--- src/rtl/ogfx_sync_req_tx.sv ---
// ---------------------------------------------------------------------------
// ogfx_sync_req_tx
//
// Source side of a four-phase req/ack clock-domain-crossing handshake.
// A word handed in with `send` is presented on `data_out` and announced
// by raising `req_out`. The destination answers by raising `ack_in`.
// The source then drops `req_out`, and the transfer completes when
// `ack_in` falls again. A one-deep pending slot absorbs a second word that
// arrives while a transfer is in flight. A timeout counter abandons a
// handshake that the far side never answers.
//
// Parameters
//   DW       data word width in bits
//   TMO_W    width of the handshake timeout counter; the timeout fires
//            when the counter reaches 2**TMO_W-1 (must be >= 2)
//
// Ports
//   clk       in   single clock, rising-edge
//   rst       in   synchronous active-high reset
//   send      in   one-cycle request to transfer data_in
//   data_in   in   [DW] word sampled when send=1
//   ack_in    in   destination acknowledge, already synchronized into clk
//   req_out   out  four-phase request level toward the destination
//   data_out  out  [DW] transfer word, stable while req_out=1
//   busy      out  handshake in progress or pending slot occupied
//   done      out  one-cycle pulse: handshake completed (ack_in fell)
//   overflow  out  one-cycle pulse: send dropped because the slot was full
//   timeout   out  one-cycle pulse: handshake abandoned
// ---------------------------------------------------------------------------
module ogfx_sync_req_tx #(
    parameter int DW    = 16,
    parameter int TMO_W = 8
) (
    input  logic          clk,
    input  logic          rst,
    input  logic          send,
    input  logic [DW-1:0] data_in,
    input  logic          ack_in,
    output logic          req_out,
    output logic [DW-1:0] data_out,
    output logic          busy,
    output logic          done,
    output logic          overflow,
    output logic          timeout
);

    localparam logic [1:0] ST_IDLE    = 2'd0;
    localparam logic [1:0] ST_REQ     = 2'd1;
    localparam logic [1:0] ST_RELEASE = 2'd2;

    // Last count before the terminal value 2**TMO_W-1. The timeout fires on
    // the edge where the counter would step onto the terminal value. That
    // edge is also a state change, so the counter clears and never wraps.
    localparam logic [TMO_W-1:0] TMO_LAST = {{(TMO_W-1){1'b1}}, 1'b0};

    logic [1:0]       state;
    logic [1:0]       state_nxt;
    logic             pend_vld;
    logic [DW-1:0]    pend_data;
    logic [TMO_W-1:0] tmo_cnt;

    logic             launch_direct;  // data_in goes straight to data_out
    logic             launch_pend;    // pending word goes to data_out, slot drains
    logic             done_nxt;
    logic             tmo_hit;
    logic             slot_free;
    logic             store_send;
    logic             drop_send;

    // -----------------------------------------------------------------------
    // Next-state decode
    // -----------------------------------------------------------------------
    always_comb begin
        // NOTE: every output of this block gets a default before the case;
        // otherwise any path that skips an assignment infers a latch.
        state_nxt     = state;
        launch_direct = 1'b0;
        launch_pend   = 1'b0;
        done_nxt      = 1'b0;
        tmo_hit       = 1'b0;

        case (state)
            ST_IDLE: begin
                // A stale ack from the previous handshake must be gone
                // before a new request is raised. The pending word is older
                // than any send arriving now, so it goes first.
                if (!ack_in) begin
                    if (pend_vld) begin
                        launch_pend = 1'b1;
                        state_nxt   = ST_REQ;
                    end else if (send) begin
                        launch_direct = 1'b1;
                        state_nxt     = ST_REQ;
                    end
                end
            end

            ST_REQ: begin
                // Handshake progress wins over a timeout on the same cycle.
                if (ack_in) begin
                    state_nxt = ST_RELEASE;
                end else if (tmo_cnt == TMO_LAST) begin
                    tmo_hit   = 1'b1;
                    state_nxt = ST_IDLE;
                end
            end

            ST_RELEASE: begin
                if (!ack_in) begin
                    done_nxt = 1'b1;
                    // Chain straight into the next request so the queued
                    // word does not pay an extra IDLE cycle.
                    if (pend_vld) begin
                        launch_pend = 1'b1;
                        state_nxt   = ST_REQ;
                    end else begin
                        state_nxt = ST_IDLE;
                    end
                end else if (tmo_cnt == TMO_LAST) begin
                    tmo_hit   = 1'b1;
                    state_nxt = ST_IDLE;
                end
            end

            default: state_nxt = ST_IDLE;
        endcase
    end

    // A send that cannot launch directly needs the slot. The slot counts as
    // free if it is empty or drains on this same edge.
    assign slot_free  = !pend_vld || launch_pend;
    assign store_send = send && !launch_direct && slot_free;
    assign drop_send  = send && !launch_direct && !slot_free;

    assign busy = (state != ST_IDLE) || pend_vld;

    // -----------------------------------------------------------------------
    // Control state
    // -----------------------------------------------------------------------
    always_ff @(posedge clk) begin
        // NOTE: sequential state uses non-blocking assignments, so every
        // register samples the pre-edge values no matter what order the
        // statements appear in.
        if (rst) begin
            state    <= ST_IDLE;
            pend_vld <= 1'b0;
            tmo_cnt  <= '0;
            req_out  <= 1'b0;
            data_out <= '0;
            done     <= 1'b0;
            overflow <= 1'b0;
            timeout  <= 1'b0;
        end else begin
            state <= state_nxt;

            // req_out is registered so the crossing sees a glitch-free level.
            req_out <= (state_nxt == ST_REQ);

            // data_out changes only on a launch edge, which is always an edge
            // where req_out goes from 0 to 1. It is never touched while a
            // request is up.
            if (launch_direct) begin
                data_out <= data_in;
            end else if (launch_pend) begin
                data_out <= pend_data;
            end

            if (store_send) begin
                pend_vld <= 1'b1;
            end else if (launch_pend) begin
                pend_vld <= 1'b0;
            end

            if (state_nxt != state) begin
                tmo_cnt <= '0;
            end else if (state != ST_IDLE) begin
                tmo_cnt <= tmo_cnt + 1'b1;
            end

            done     <= done_nxt;
            overflow <= drop_send;
            timeout  <= tmo_hit;
        end
    end

    // -----------------------------------------------------------------------
    // Pending word storage
    // -----------------------------------------------------------------------
    // NOTE: the pending word is qualified by pend_vld, so it needs no reset.
    // Leaving datapath storage unreset keeps it out of the reset tree.
    always_ff @(posedge clk) begin
        if (store_send) begin
            pend_data <= data_in;
        end
    end

    // -----------------------------------------------------------------------
    // Protocol properties
    // -----------------------------------------------------------------------
    // The destination samples data_out while req_out is high, so the word
    // must not move under it.
    a_data_stable : assert property (@(posedge clk) disable iff (rst)
        (req_out && $past(req_out)) |-> $stable(data_out));

    // Completion and abandonment are mutually exclusive outcomes.
    a_done_xor_tmo : assert property (@(posedge clk) disable iff (rst)
        !(done && timeout));

endmodule

--- config.mk ---
export PLATFORM = sky130hd
export DESIGN_NAME = ogfx_sync_req_tx
export DESIGN_NICKNAME = d
export VERILOG_FILES = /design/src/rtl/ogfx_sync_req_tx.sv
export SDC_FILE = /design/constraint.sdc
export NUM_CORES = 1
export LEC_CHECK = 0
export ABC_AREA = 1
export BUFFER_PORTS_ARGS = -buffer_cell sky130_fd_sc_hd__buf_2
export CAP_MARGIN = 40
export CELL_PAD_IN_SITES_DETAIL_PLACEMENT = 2
export CELL_PAD_IN_SITES_GLOBAL_PLACEMENT = 2
export CORE_ASPECT_RATIO = 1.4
export CORE_MARGIN = 3
export CORE_UTILIZATION = 36
export DETAILED_ROUTE_END_ITERATION = 7
export GPL_TIMING_DRIVEN = 0
export HOLD_SLACK_MARGIN = 0.15
export PLACE_DENSITY_LB_ADDON = 0.15
export SETUP_SLACK_MARGIN = 0.3
export SYNTH_ARGS = -nofsm -noshare
export SYNTH_HDL_FRONTEND = slang
export SYNTH_SLANG_ARGS = --single-unit
--- constraint.sdc ---
create_clock -name clk -period 4.1 [get_ports clk]
set_input_delay 0 -clock clk [delete_from_list [all_inputs] [get_ports clk]]
set_output_delay 0 -clock clk [all_outputs]
set_load 0.005 [all_outputs]
==> results of run 1 <==
==> layout by cell type, fill, tap and decap left out, types with 3 or more instances in the layout <==
cell | synthesis | routed
sky130_fd_sc_hd__o21ai_0 | 3 | 3
sky130_fd_sc_hd__edfxtp_1 | 16 | 16
sky130_fd_sc_hd__nand2_2 | 4 | 4
sky130_fd_sc_hd__nand2_1 | 39 | 39
sky130_fd_sc_hd__nand3_1 | 7 | 7
sky130_fd_sc_hd__nor3_2 | 8 | 8
sky130_fd_sc_hd__clkbuf_1 | 3 | 4
sky130_fd_sc_hd__dfxtp_1 | 31 | 31
sky130_fd_sc_hd__a31oi_1 | 16 | 16
sky130_fd_sc_hd__ha_1 | 6 | 6
sky130_fd_sc_hd__nand4_1 | 17 | 17
sky130_fd_sc_hd__o21ai_1 | 14 | 14
sky130_fd_sc_hd__xor2_1 | 5 | 5
sky130_fd_sc_hd__nor2_1 | 6 | 6
sky130_fd_sc_hd__inv_1 | 11 | 11
sky130_fd_sc_hd__buf_2 | 4 | 43
sky130_fd_sc_hd__buf_6 | 2 | 3
sky130_fd_sc_hd__clkbuf_8 | 0 | 5
sky130_fd_sc_hd__dlygate4sd3_1 | 0 | 19
==> layout make-up <==
| cell class | count | share of cell area [%] |
|---|---|---|
| flip-flops and latches | 47 | 41.18 |
| multi-input cells | 139 | 31.96 |
| repair buffers | 59 | 14.83 |
| well taps | 66 | 3.088 |
| clock buffers | 6 | 2.714 |
| clock inverters | 2 | 2.246 |
| plain buffers | 10 | 2.153 |
| inverters | 13 | 1.825 |
==> cell families (layout without fill, tap and decap cells) <==
family / count (synthesis) / after routing / share of synthesized area (%)
adders and majority gates: 6 / 6 / 3.647
DFF: 47 / 47 / 53.50
buffers and inverters: 23 / 90 / 5.167
AOI/OAI and AO/OA: 39 / 39 / 10.88
and+or+nand+nor: 87 / 87 / 23.83
xor gates and xnor gates: 7 / 7 / 2.979
==> power breakdown <==
part,switching [mW],internal (mW)
clock,0.158,0.244
sequential,0.0245,0.523
combinational,0.139,0.0847
==> layer usage <==
| layer | track usage, % | vias to the layer above |
|---|---|---|
| met5 | 0 | - |
| met4 | 6.390 | 0 |
| met3 | 3.692 | 11 |
| met2 | 42.11 | 36 |
| met1 | 21.04 | 878 |
| li1 | - | 871 |
==> worst min-delay path by stage <==
stage	startpoint	endpoint	slack (ns)
2_1_floorplan	rst	pend_vld$_SDFFE_PP0P_	0.07
3_3_place_gp	data_in[5]	pend_data[5]$_DFFE_PP_	0.19
3_5_place_dp	data_in[13]	pend_data[13]$_DFFE_PP_	0.20
4_1_cts	data_in[12]	pend_data[12]$_DFFE_PP_	0.42
5_1_grt	data_in[6]	pend_data[6]$_DFFE_PP_	0.43
6_report	data_in[13]	pend_data[13]$_DFFE_PP_	0.43
==> state kept, by name (all words and copies together), names as in the netlist <==
register   flops
data_out      16
pend_data     16
tmo_cnt        8
state          2
done           1
overflow       1
pend_vld       1
req_out        1
timeout        1
==> synthesized netlist by cell type <==
library cell	n	area, um2
sky130_fd_sc_hd__buf_2	4	20.02
sky130_fd_sc_hd__nand3_2	1	10.01
sky130_fd_sc_hd__o21ai_1	14	70.07
sky130_fd_sc_hd__o21ai_2	1	8.760
sky130_fd_sc_hd__nor3_1	2	10.01
sky130_fd_sc_hd__nand3_4	2	35.03
sky130_fd_sc_hd__edfxtp_1	16	480.5
sky130_fd_sc_hd__buf_6	2	22.52
sky130_fd_sc_hd__xnor2_1	2	17.52
sky130_fd_sc_hd__nand2_1	39	146.4
sky130_fd_sc_hd__nand2_2	4	25.02
sky130_fd_sc_hd__xor2_1	5	43.79
sky130_fd_sc_hd__nor2_1	6	22.52
sky130_fd_sc_hd__nand3_1	7	35.03
sky130_fd_sc_hd__a31oi_1	16	100.1
sky130_fd_sc_hd__o211ai_1	1	7.510
sky130_fd_sc_hd__o21ai_0	3	15.01
sky130_fd_sc_hd__nor2_8	1	20.02
sky130_fd_sc_hd__inv_2	2	7.510
sky130_fd_sc_hd__ha_1	6	75.07
sky130_fd_sc_hd__nand4_1	17	106.4
sky130_fd_sc_hd__nor3_2	8	80.08
sky130_fd_sc_hd__a21oi_1	3	15.01
sky130_fd_sc_hd__inv_1	11	41.29
sky130_fd_sc_hd__buf_1	1	3.750
sky130_fd_sc_hd__clkbuf_1	3	11.26
sky130_fd_sc_hd__a211oi_1	1	7.510
sky130_fd_sc_hd__dfxtp_1	31	620.6
==> timing repair <==
| item | CTS | global route |
|---|---|---|
| hold buffers | 19 | 0 |
| endpoints found under the setup margin | 0 | 0 |
| endpoints found under the hold margin | 39 | 0 |
| resized for setup | 0 | 0 |
==> results.md, run 1 <==
Outcome:
- The flow ran to the end, and the final reports show no timing, DRC or antenna violations.

Floorplan:
- In this run the count of I/O pins placed on the die edge is 41.
- The standard-cell row count is 31.
- The die covers 0.006673 mm2.
- The core region is 0.005353 mm2.
- The die width is 69.91 um.
- The y dimension of the die is between 90 and 100 um.
- The initial core utilization is 38.45%.

Clock tree:
- At the later pin of the worst-skew pair, clock insertion delay measures 0.30 ns.
- The CTS buffer count is 5.
- Once the clock tree was built, the setup fixing pass inserted 0 buffers.
- The number of sinks on the clock net is 47.
- The cell sitting at the root of the clock tree is a sky130_fd_sc_hd__clkbuf_8.
- The maximum number of buffers from clock root to sink is 2.
- TritonCTS built the clock tree.
- Clock-pin slew was measured on the worst setup and hold paths at roughly 0.090 ns.
- The number of H-tree levels is 2.

Pwr:
- VDD sags by at most 0.0002191 V.
- Power comes to 1.172 mW.
- The leakage dissipation is 1.104 nW.
- The power density relative to cell area is 438.5 mW/mm2.

Finish:
- The fraction of layout instances using a drive strength above 1 is 26.45%.
- The finished layout holds 342 standard cells, fillers aside.
- The net count of the finished layout is 301.
- Summing all multi-input logic gate instances after layout gives 854.6 um2.
- Relative to the synthesized area, the layout overhead comes to 29.91%.
- The number of filler instances in the final layout is 570.
- The share of the core filled with cells is 49.95%.
- The number of antenna diodes in the final layout is 0.
- The combined flip-flop and latch cell area is 0.001101 mm2.
- The finished layout cell area is 0.002674 mm2.

Timing:
- The worst path in the final design needs a cycle of 2.257 ns, including I/O delays and setup.
- Setup repair after global routing left no endpoint under its margin.
- The achievable clock frequency is 0.4431 GHz.
- Setup total negative slack on the finished layout was measured at 0 ns.
- The clock skew is 0.003516 ns.
- The number of max-slew violations in the final report came to 0.
- The final worst-path cycle share is 55.05%.
- Setup slack closes at 1.843 ns.
- The worst relative slew slack is 67.69%.
- The number of hold-slack violations in the final timing report is 0.
- The transition time of the tightest slew-check pin is between 0.4 and 0.5 ns.
- The tightest hold path in the finished design has a slack of 0.4285 ns.
- The total setup violations reported at the end of the flow is 0.

GRT:
- The global-route wire length before repair is between 10 and 15 mm.
- The global-route total usage across every layer is 20.70%.
- The pin count of the biggest net entering global routing is 15.
- The number of antenna violations at the first check in global routing is 0.
- For this run the aggregate overflow at the end of global routing stands at 0.
- The number of global-route vias before repair is 2035.

Run:
- The tool flagged a number of max-cap violations equal to 0.

Routing:
- Wire segments on met3 add up to 195 um in the final route.
- The detailed-router iteration count before antenna repair is 4.
- The routed length on met2 is ~3.7 mm.
- Once detail routing completed, the nets flagged for antenna violations numbered 0.
- The number of DRC violations after detailed routing is 0.
- The uppermost signal routing layer after detailed routing is met4.
- The via count of the routed design is ~1800.
- For this block, the routed nets add up to 6.448 mm of wire.
- Dividing the detail-routed via count by the number of cells gives about 5.3.
- Dividing the detail-routed wire length by the instance count gives 18.85 um.
- The number of DRC markers in iteration 0 is 84.
- The routed metal-1 wire length is 2.403 mm.

Critical path:
- The total stage count of the critical path is 8.
- The setup check on the worst reg-to-reg path leaves a slack of 1.84 ns.
- In this run the critical register-to-register path is captured at pend_data[5]$_DFFE_PP_.
- Walking the worst path, the cells encountered are inv_1 > ha_1 > inv_2 > nor2_8 > nand3_4 > nand2_1 > a21oi_2 > buf_6.
- By startpoint and endpoint, the worst setup path is classified as flip-flop to flip-flop.
- Counting both buffers and inverters, the worst setup path holds a total of 3.
- The data required time at the worst endpoint is around 4.1 ns.
- The sort of element at the start of the critical path is a flip-flop.
- Along the worst path, the maximum fanout reaches 10.
- The arrival time at the worst endpoint is 2.27 ns.
- The endpoint class of the critical path is a flip-flop.
- Among cell families on the critical path, the largest total delay comes from buffers and inverters.
- Following the worst setup path forward leads to its endpoint at pend_data[5]$_DFFE_PP_.
- The startpoint of the most critical setup path is state[1]$_SDFF_PP0_.
- The number of cells on the worst reg-to-reg path is 8.
- On the critical path, the stage with the largest delay is an instance of sky130_fd_sc_hd__dfxtp_1.
- The maximum cell stage delay along the critical path is 0.47 ns.
- The worst register-to-register path begins at state[1]$_SDFF_PP0_.

Placement:
- OpenSTA, run right after detailed placement, puts the worst setup slack at 1.860 ns.
- The wire-length estimate of the detail-placed layout is 4.325 mm.
- The count of port buffers added during placement is 39.
- The number of placed instances with taps included is 315.
- The congestion estimate from routability-driven global placement came to 0.7138.
- The instance area after placement is 0.002351 mm2.

Synth:
- The proportion of synthesized chip area in sequential cells is 53.50%.
- The mapped netlist covers 0.002058 mm2.
- Counting every net in the synthesized netlist gives 235.
- The synthesized netlist contains 28 unique library cells.
- The total of warnings raised by yosys is 0.
- Counting flops and latches in the post-synthesis netlist gives 47.
- The synthesized instance count is 209.
- The per-instance average area after synthesis is 9.848 um2.

Min path:
- The depth of the worst hold-timing path is 2.
- The class of the worst hold path is primary input to flip-flop.
(Power assumes the default switching activity.)
==> run 2: changes to the inputs <==
- CORE_UTILIZATION: 36 -> 30
- clock period: 4.1 -> 2.03 ns (I/O delays scaled with it)
==> run 2 against run 1 <==
Effect of this change:
- clock skew up 0.010 ns
- combinational power up 140%
- wire length down 0.68%
- clock power up 43%
- die area up 18%
- cell count up 11%
- global-route usage down 4.6 points
- count of clock-buffer cells in the layout down 1
- largest cell class unchanged
- highest routed layer unchanged
==> results.md, run 2 (same netlist as run 1, synthesis figures left out) <==
Finish:
- At the end of the flow, the number of nets in the layout was between 300 and 400.
- The final non-filler cell total is 378.
- The library cell used most frequently in the layout, excluding fill and tap cells, is sky130_fd_sc_hd__buf_2.
- The repair_antennas step left the layout with diodes totalling 0.
- The area overhead of the layout relative to synthesis is 38.72%.
- In the layout the commonest cells are sky130_fd_sc_hd__buf_2, sky130_fd_sc_hd__nand2_1, sky130_fd_sc_hd__dfxtp_1.
- In the final layout, the registers with the most flip-flops are data_out (16), pend_data (16), tmo_cnt (8).
- The fraction of layout instances using a drive strength above 1 is 34.62%.
- The finished layout cell area is roughly 0.0029 mm2.

GRT:
- Global routing used 16.06% of the available tracks across all layers.
- The number of global-route vias before repair is 2018.
- Entering global routing, the biggest net connects 17 pins.
- The number of antenna violations at the first check in global routing is 0.
- The total overflow left after global routing is 0.
- The first global-routing pass estimated 10.31 mm of wire.

Routing:
- The number of DRC markers in iteration 0 is 54.
- The number of DRC violations after detailed routing is 0.
- Using the TritonRoute via totals, the vias-per-cell ratio works out to 4.757.
- Detailed routing inserted a total of 1798 vias.
- In this run the remaining antenna-violating nets after routing total 0.
- The post-detailed-route wirelength per cell is about 17 um.
- The detailed-router iteration count before antenna repair is 4.
- The final layout contains routed wiring with a total length of between 6 and 7 mm.

Timing:
- Setup violations remaining at the end of the flow were counted as 0.
- The number of max-slew violations in the final report came to 0.
- The sum of negative setup slack is 0 ns.
- The smallest clock period supported by the final layout is computed as 1.663 ns.
- The transition time of the tightest slew-check pin is 0.5242 ns.
- On the final layout, the worst clock skew is 0.01368 ns.
- Timing would allow up to 0.6013 GHz.
- Setup repair after global routing could not meet its margin everywhere.
- In the finished design, the share of the clock period the worst path needs comes to 81.93%.
- The worst pin sits at a relative slew slack of 65.05%.
- Hold is met by 0.4230 ns.
- The number of hold-slack violations in the final timing report is 0.

Placement:
- The count of port buffers added during placement is 39.
- The number of placed instances with taps included is 340.
- Detailed placement finished with a half-perimeter wire length of 4.179 mm.
- In this run the cell area measured after placement is 0.002389 mm2.
- At the end of routability-driven placement, the weighted congestion stood at 0.7189.

Floorplan:
- After floorplanning, the core was sized to cover 0.006613 mm2.
- The die is 104.0 um tall.
- The initial core utilization is 31.13%.
- The die covers between 0.007 and 0.008 mm2.
- Row generation in the floorplan step produced 35 rows.
- The die is 76.01 um wide.
- The number of placed I/O pins is 41.

Critical path:
- The maximum cell stage delay along the critical path is 0.61 ns.
- The endpoint class of the critical path is a flip-flop.
- Counting cells, the worst reg-to-reg path comes to 4.
- The flop-to-flop setup slack is 0.37 ns.
- The arrival time at the worst endpoint is 1.69 ns.
- The setup path with the least slack is of type flip-flop to flip-flop.
- In this run the worst path has a maximum fanout of 8.
- The reg-to-reg critical path endpoint is pend_data[9]$_DFFE_PP_.
- Data on the critical path is required at its endpoint by 2.05 ns.
- STA classifies the critical path startpoint as a flip-flop.
- The critical-path cell with the highest stage delay is sky130_fd_sc_hd__dfxtp_1.
- The worst register-to-register path begins at pend_vld$_SDFFE_PP0P_.
- The critical path goes through o211ai_1 > buf_4 > a21oi_4 > clkbuf_16.

Clock tree:
- Clock-pin slew was measured on the worst setup and hold paths at 0.10 ns.
- Clock tree synthesis inserted a total of 5 buffers.
- The TritonCTS clock tree is yes.
- The master cell of the clock root buffer is sky130_fd_sc_hd__clkbuf_8.
- No sink is reached through more buffers than the 2 on the longest clock path.
- The number of sinks on the clock net is 47.
- At the later pin of the worst-skew pair, clock insertion delay measures 0.30 ns.
- The H-tree was split into 2 levels.

Outcome:
- The flow ran to the end, and the final reports show no timing, DRC or antenna violations.

Run:
- The number of violations of the max-capacitance limit is 0.

Min path:
- The class of the worst hold path is primary input to flip-flop.
- Counting instances, the worst hold path has a depth of 2.
- For hold timing, the worst endpoint is pend_data[12]$_DFFE_PP_.
- The hold path startpoint is data_in[12].

Pwr:
- Across the VDD grid, the largest voltage drop is 0.0004230 V.
- In this run the power density over the cells is 771.1 mW/mm2.
- The analysis attributes to cell leakage a power of 1.159 nW.
==> run 2: cell types whose count changed in the layout (fill, tap and decap cells not counted), moves of 3 or more <==
cell,change
sky130_fd_sc_hd__buf_4,+10
sky130_fd_sc_hd__dfxtp_1,-3
sky130_fd_sc_hd__dfxtp_4,+3
sky130_fd_sc_hd__nand2_1,-5
sky130_fd_sc_hd__nand2_4,+3
==> run 2: how the worst max path moves through the flow <==
stage	from	to	slack (ns)
after global routing	tmo_cnt[0]$_SDFFE_PP0N_	tmo_cnt[3]$_SDFFE_PP0N_	0.18
after CTS	state[0]$_SDFF_PP0_	tmo_cnt[2]$_SDFFE_PP0N_	0.30
after detailed placement	state[0]$_SDFF_PP0_	pend_data[7]$_DFFE_PP_	-0.1
after global placement	state[0]$_SDFF_PP0_	pend_data[7]$_DFFE_PP_	-0.05
after floorplan	state[0]$_SDFF_PP0_	pend_data[0]$_DFFE_PP_	0.30
final	pend_vld$_SDFFE_PP0P_	pend_data[9]$_DFFE_PP_	0.37
==> run 2: report_power, final <==
group	internal (mW)	switching [mW]
registers	1.06	0.0450
logic	0.227	0.300
clock network	0.243	0.330
==> run 2: cell type report <==
cell class              count  area, um2
fillers                   717       3757
flip-flops and latches     47       1112
multi-input cells         139      919.6
repair buffers             69      498.0
well taps                  92      115.1
clock buffers               5      68.82
plain buffers              10      66.31
inverters                  13      56.30
clock inverters             3      18.77
==> run 2: critical path: cells and delay by family, from the launching register on <==
kind            cells  cell delay, ns
flops               1            0.61
compound gates      2            0.39
buf+inv             2            0.39
==> run 2: routing by layer <==
| layer | track usage [%] | share of wire, % |
|---|---|---|
| met1 | 17.24 | 39 |
| met2 | 31.98 | 58 |
| met3 | 2.686 | 2.2 |
| met4 | 3.886 | 0.86 |
| met5 | 0 | 0 |
==> run 2: repair_timing <==
action | CTS | global route
gates cloned | 0 | 1
hold buffers | 19 | 0
pin swaps | 2 | 8
gates resized for setup | 10 | 16
buffers inserted | 3 | 7
hold endpoints to repair | 39 | 0
endpoints found under the setup margin | 41 | 39
==> run 2: through the flow <==
step	power, mW	setup slack, ns	util [%]
after global placement	1.535	-0.04789	36.12
after CTS	2.185	0.3012	41.29
after global routing	2.327	0.1806	43.18
after floorplan	1.379	0.3006	-
final	2.202	0.3668	43.18
after detailed placement	1.547	-0.09711	36.12
==> run 3: changes to the inputs <==
- ABC_AREA: 1 -> 0
- CORE_UTILIZATION: 30 -> 32
- clock period: 2.03 -> 1.48 ns (I/O delays scaled with it)
==> run 3 against run 2 <==
Effect of this change:
- the run now ends with negative setup slack left
- global-route usage up 4.7 points
- count of clock-buffer cells in the layout up 1
- cell count down 8.2%
- critical path depth up 3
- sequential share of layout area down 6.5 points
- critical endpoint is now tmo_cnt[2]$_SDFFE_PP0N_
- highest routed layer unchanged
==> results.md, run 3 <==
Outcome:
- The flow ran to the end, but the final reports show violations.
- The checks that failed: negative setup slack.

Min path:
- The class of the worst hold path is primary input to flip-flop.

Clock tree:
- For this design, the CTS-stage hold fixing added 18 buffers.
- The clock reaches the later pin of the worst-skew pair after 0.31 ns.
- In this run the number of H-tree levels came out at 2.
- No sink is reached through more buffers than the 2 on the longest clock path.
- Clock-pin slew was measured on the worst setup and hold paths at roughly 0.09 ns.
- The CTS buffer count is 5.
- The number of sinks on the clock net is 47.
- The master cell of the clock root buffer is sky130_fd_sc_hd__clkbuf_8.
- The TritonCTS clock tree is yes.

Timing:
- The time the worst path needs with I/O delays and setup is 1.764 ns.
- The clock skew is between 0.01 and 0.015 ns.
- The number of hold-slack violations in the final timing report is 0.
- After layout, the worst path uses 119.2% of the clock period.
- Setup repair after global routing could not meet its margin everywhere.
- Setup violations remaining at the end of the flow were counted as 42.
- At the pin with the least slew margin, the transition time is 0.7508 ns.
- In this run the tightest slew margin relative to its limit is between 40% and 50%.
- The slack of the critical path is -0.2842 ns.
- The number of max-slew violations in the final report came to 0.
- Setup total negative slack on the finished layout was measured at -9.469 ns.
- For this run, the top clock speed supported by timing is approximately 0.57 GHz.

GRT:
- The residual overflow from global routing is 0.
- The global-route total usage across every layer is 20.78%.
- Entering global routing, the biggest net connects 16 pins.
- The global-route wire length before repair is 11.47 mm.
- The number of antenna violations at the first check in global routing is 0.
- The number of global-route vias before repair is 2081.

Critical path:
- The type of the worst setup path is flip-flop to flip-flop.
- Data arrives at the worst endpoint at 1.97 ns.
- Setup slack on the worst reg-to-reg path comes out at -0.28 ns.
- The worst setup path is launched from a flip-flop.
- The data required time at the worst endpoint is 1.68 ns.
- The biggest fanout along the worst timing path is 5.
- The endpoint class of the critical path is a flip-flop.

Synth:
- Summed over its instances, the top area cell type makes up 28.87% of the synthesized netlist area.
- Counting every net in the synthesized netlist gives 206.
- The cell count after synthesis came out at 180.
- In the synthesized netlist, the cells that appear most often are sky130_fd_sc_hd__dfxtp_1, sky130_fd_sc_hd__nor2_1, sky130_fd_sc_hd__edfxtp_1, sky130_fd_sc_hd__mux2i_1, sky130_fd_sc_hd__a211oi_2.
- Of the synthesized area, sequential elements account for 51.22%.
- A synthesized cell averages ~12 um2.
- The total of warnings raised by yosys is 0.
- Counting flops with a built-in enable in the synthesized netlist gives 16.
- The count of unique library cells instantiated by Yosys is 46.
- The library cell occupying the most area in the post-synthesis netlist is sky130_fd_sc_hd__dfxtp_1.
- After synthesis, the cell types taking the most area are sky130_fd_sc_hd__dfxtp_1, sky130_fd_sc_hd__edfxtp_1, sky130_fd_sc_hd__mux2i_1, sky130_fd_sc_hd__a211oi_2, sky130_fd_sc_hd__nor2_1.
- The post-synth design cell area is around 0.0021 mm2.
- The fraction of registers with async set or reset after synthesis is 0%.
- The most used flip-flop cell after synthesis is sky130_fd_sc_hd__dfxtp_1.
- The most common cell in the synthesized netlist is sky130_fd_sc_hd__dfxtp_1.
- In this run, synthesis produced a sequential element count of 47.

Pwr:
- The design draws ~3.3 mW.
- The leakage dissipation is roughly 1.3 nW.
- The largest voltage drop on the vdd net is 0.0004945 V.
- In this run the power density over the cells is slightly below 1000 mW/mm2.

Routing:
- Using the TritonRoute via totals, the vias-per-cell ratio works out to 5.303.
- In the final routed layout, each cell accounts on average for 22.67 um.
- In the routed design, unresolved DRC markers number 0.
- The first detailed-routing pass ran for 4 iterations.
- Summing over every cut layer, the via total after detailed routing is between 1500 and 2000.
- The routed wire length is 7.867 mm.
- The detailed router finished its first iteration with 88 violations.
- The post-route antenna net violation count is 0.

Finish:
- The repair_antennas step left the layout with diodes totalling 0.
- The layout has 610 filler cells.
- In the final layout, the multi-input gates occupy 0.001336 mm2.
- Once layout is complete, the utilization of the core stands at 54.14%.
- The area overhead of the layout relative to synthesis is 60.71%.
- The final non-filler cell total is 347.
- In the layout the commonest cells are sky130_fd_sc_hd__buf_2, sky130_fd_sc_hd__dfxtp_1, sky130_fd_sc_hd__nor2_1.
- The net count of the finished layout is 300.
- The leading cell type in the layout, fill and taps excluded is sky130_fd_sc_hd__buf_2.
- Cells with a size suffix above 1 make up between 50% and 60% of the layout.
- Summing all flip-flop and latch instances after layout gives around 0.0011 mm2.
- The largest registers in the layout are data_out (16), pend_data (16), tmo_cnt (8).

Floorplan:
- In this run the horizontal extent of the chip is 75.27 um.
- The initial utilization of the core area, before any placement, comes to 33.69%.
- The standard cell core area is 0.006381 mm2.
- For this design the top-level I/O count stands at 41.
- The y dimension of the die is 103.0 um.
- The floorplan die area is between 0.007 and 0.008 mm2.
- The initialized floorplan defines 34 standard-cell rows.

Placement:
- The number of placed instances with taps included is 292.
- The count of port buffers added during placement is 40.
- Once detailed placement completed, the half-perimeter wirelength came to 4.361 mm.
- Routability-driven placement finished with a final weighted congestion of 0.7330.

Run:
- The number of violations of the max-capacitance limit is 0.
-- run 3: critical path: stages (launching register included) --
cell and delay [ns]:
sky130_fd_sc_hd__dfxtp_4 0.39, sky130_fd_sc_hd__buf_6 0.12, sky130_fd_sc_hd__ha_4 0.17, sky130_fd_sc_hd__a21oi_1 0.10, sky130_fd_sc_hd__o21a_1 0.19, sky130_fd_sc_hd__o32a_4 0.38, sky130_fd_sc_hd__buf_12 0.16, sky130_fd_sc_hd__nor4_2 0.15
-- run 3: logic make-up after synthesis --
logic type	share of synthesized area, %
muxes	7.974
AOI/OAI and AO/OA	14.96
buffers and inverters	3.725
adders and majority gates	3.492
DFF	51.22
xor gates and xnor gates	2.852
and+or+nand+nor	15.77
-- run 3: final cells by class --
class,count,area share [%]
well taps,72,2.608
inverters,4,0.7244
clock inverters,2,0.4708
multi-input cells,121,38.68
repair buffers,86,20.25
clock buffers,6,2.390
plain buffers,9,2.463
flip-flops and latches,47,32.42
-- run 3: final timing paths --
check                           cells after the start                        to                startpoint
worst max-delay path                                7   tmo_cnt[2]$_SDFFE_PP0N_       state[1]$_SDFF_PP0_
worst min-delay path                                3       state[0]$_SDFF_PP0_                       rst
worst max register to register                      7   tmo_cnt[2]$_SDFFE_PP0N_       state[1]$_SDFF_PP0_
worst min register to register                      2  data_out[8]$_SDFFE_PP0P_  data_out[8]$_SDFFE_PP0P_
-- run 3: what timing repair did --
action | 4_1_cts | 5_1_grt
endpoints found under the setup margin | 47 | 47
buffers inserted | 20 | 7
pin swaps | 26 | 19
cloned | 2 | 0
resized for setup | 43 | 27
hold endpoints to repair | 38 | 3
-- run 3: power breakdown --
group	internal [mW]	switching, mW
combinational	0.497	0.485
clock	0.382	0.465
sequential	1.44	0.0670
total	2.32	1.02
-- run 3: stage by stage --
stage	instance area, um2	setup WS [ns]	hold slack, ns
after CTS	3257	-0.2404	-0.04962
after global placement	2532	-0.3577	0.1941
final	3455	-0.2842	0.06359
after global routing	3455	-0.3653	0.05711
after detailed placement	2532	-0.4382	0.1958
after floorplan	2242	-0.08072	0.07050
-- run 3: layer usage --
metal	up-vias	GRT usage (%)	routed length (um)
met4	0	6.729	172
li1	856	-	-
met5	-	0	0
met3	14	2.927	208
met1	935	19.50	2742
met2	35	43.49	4744
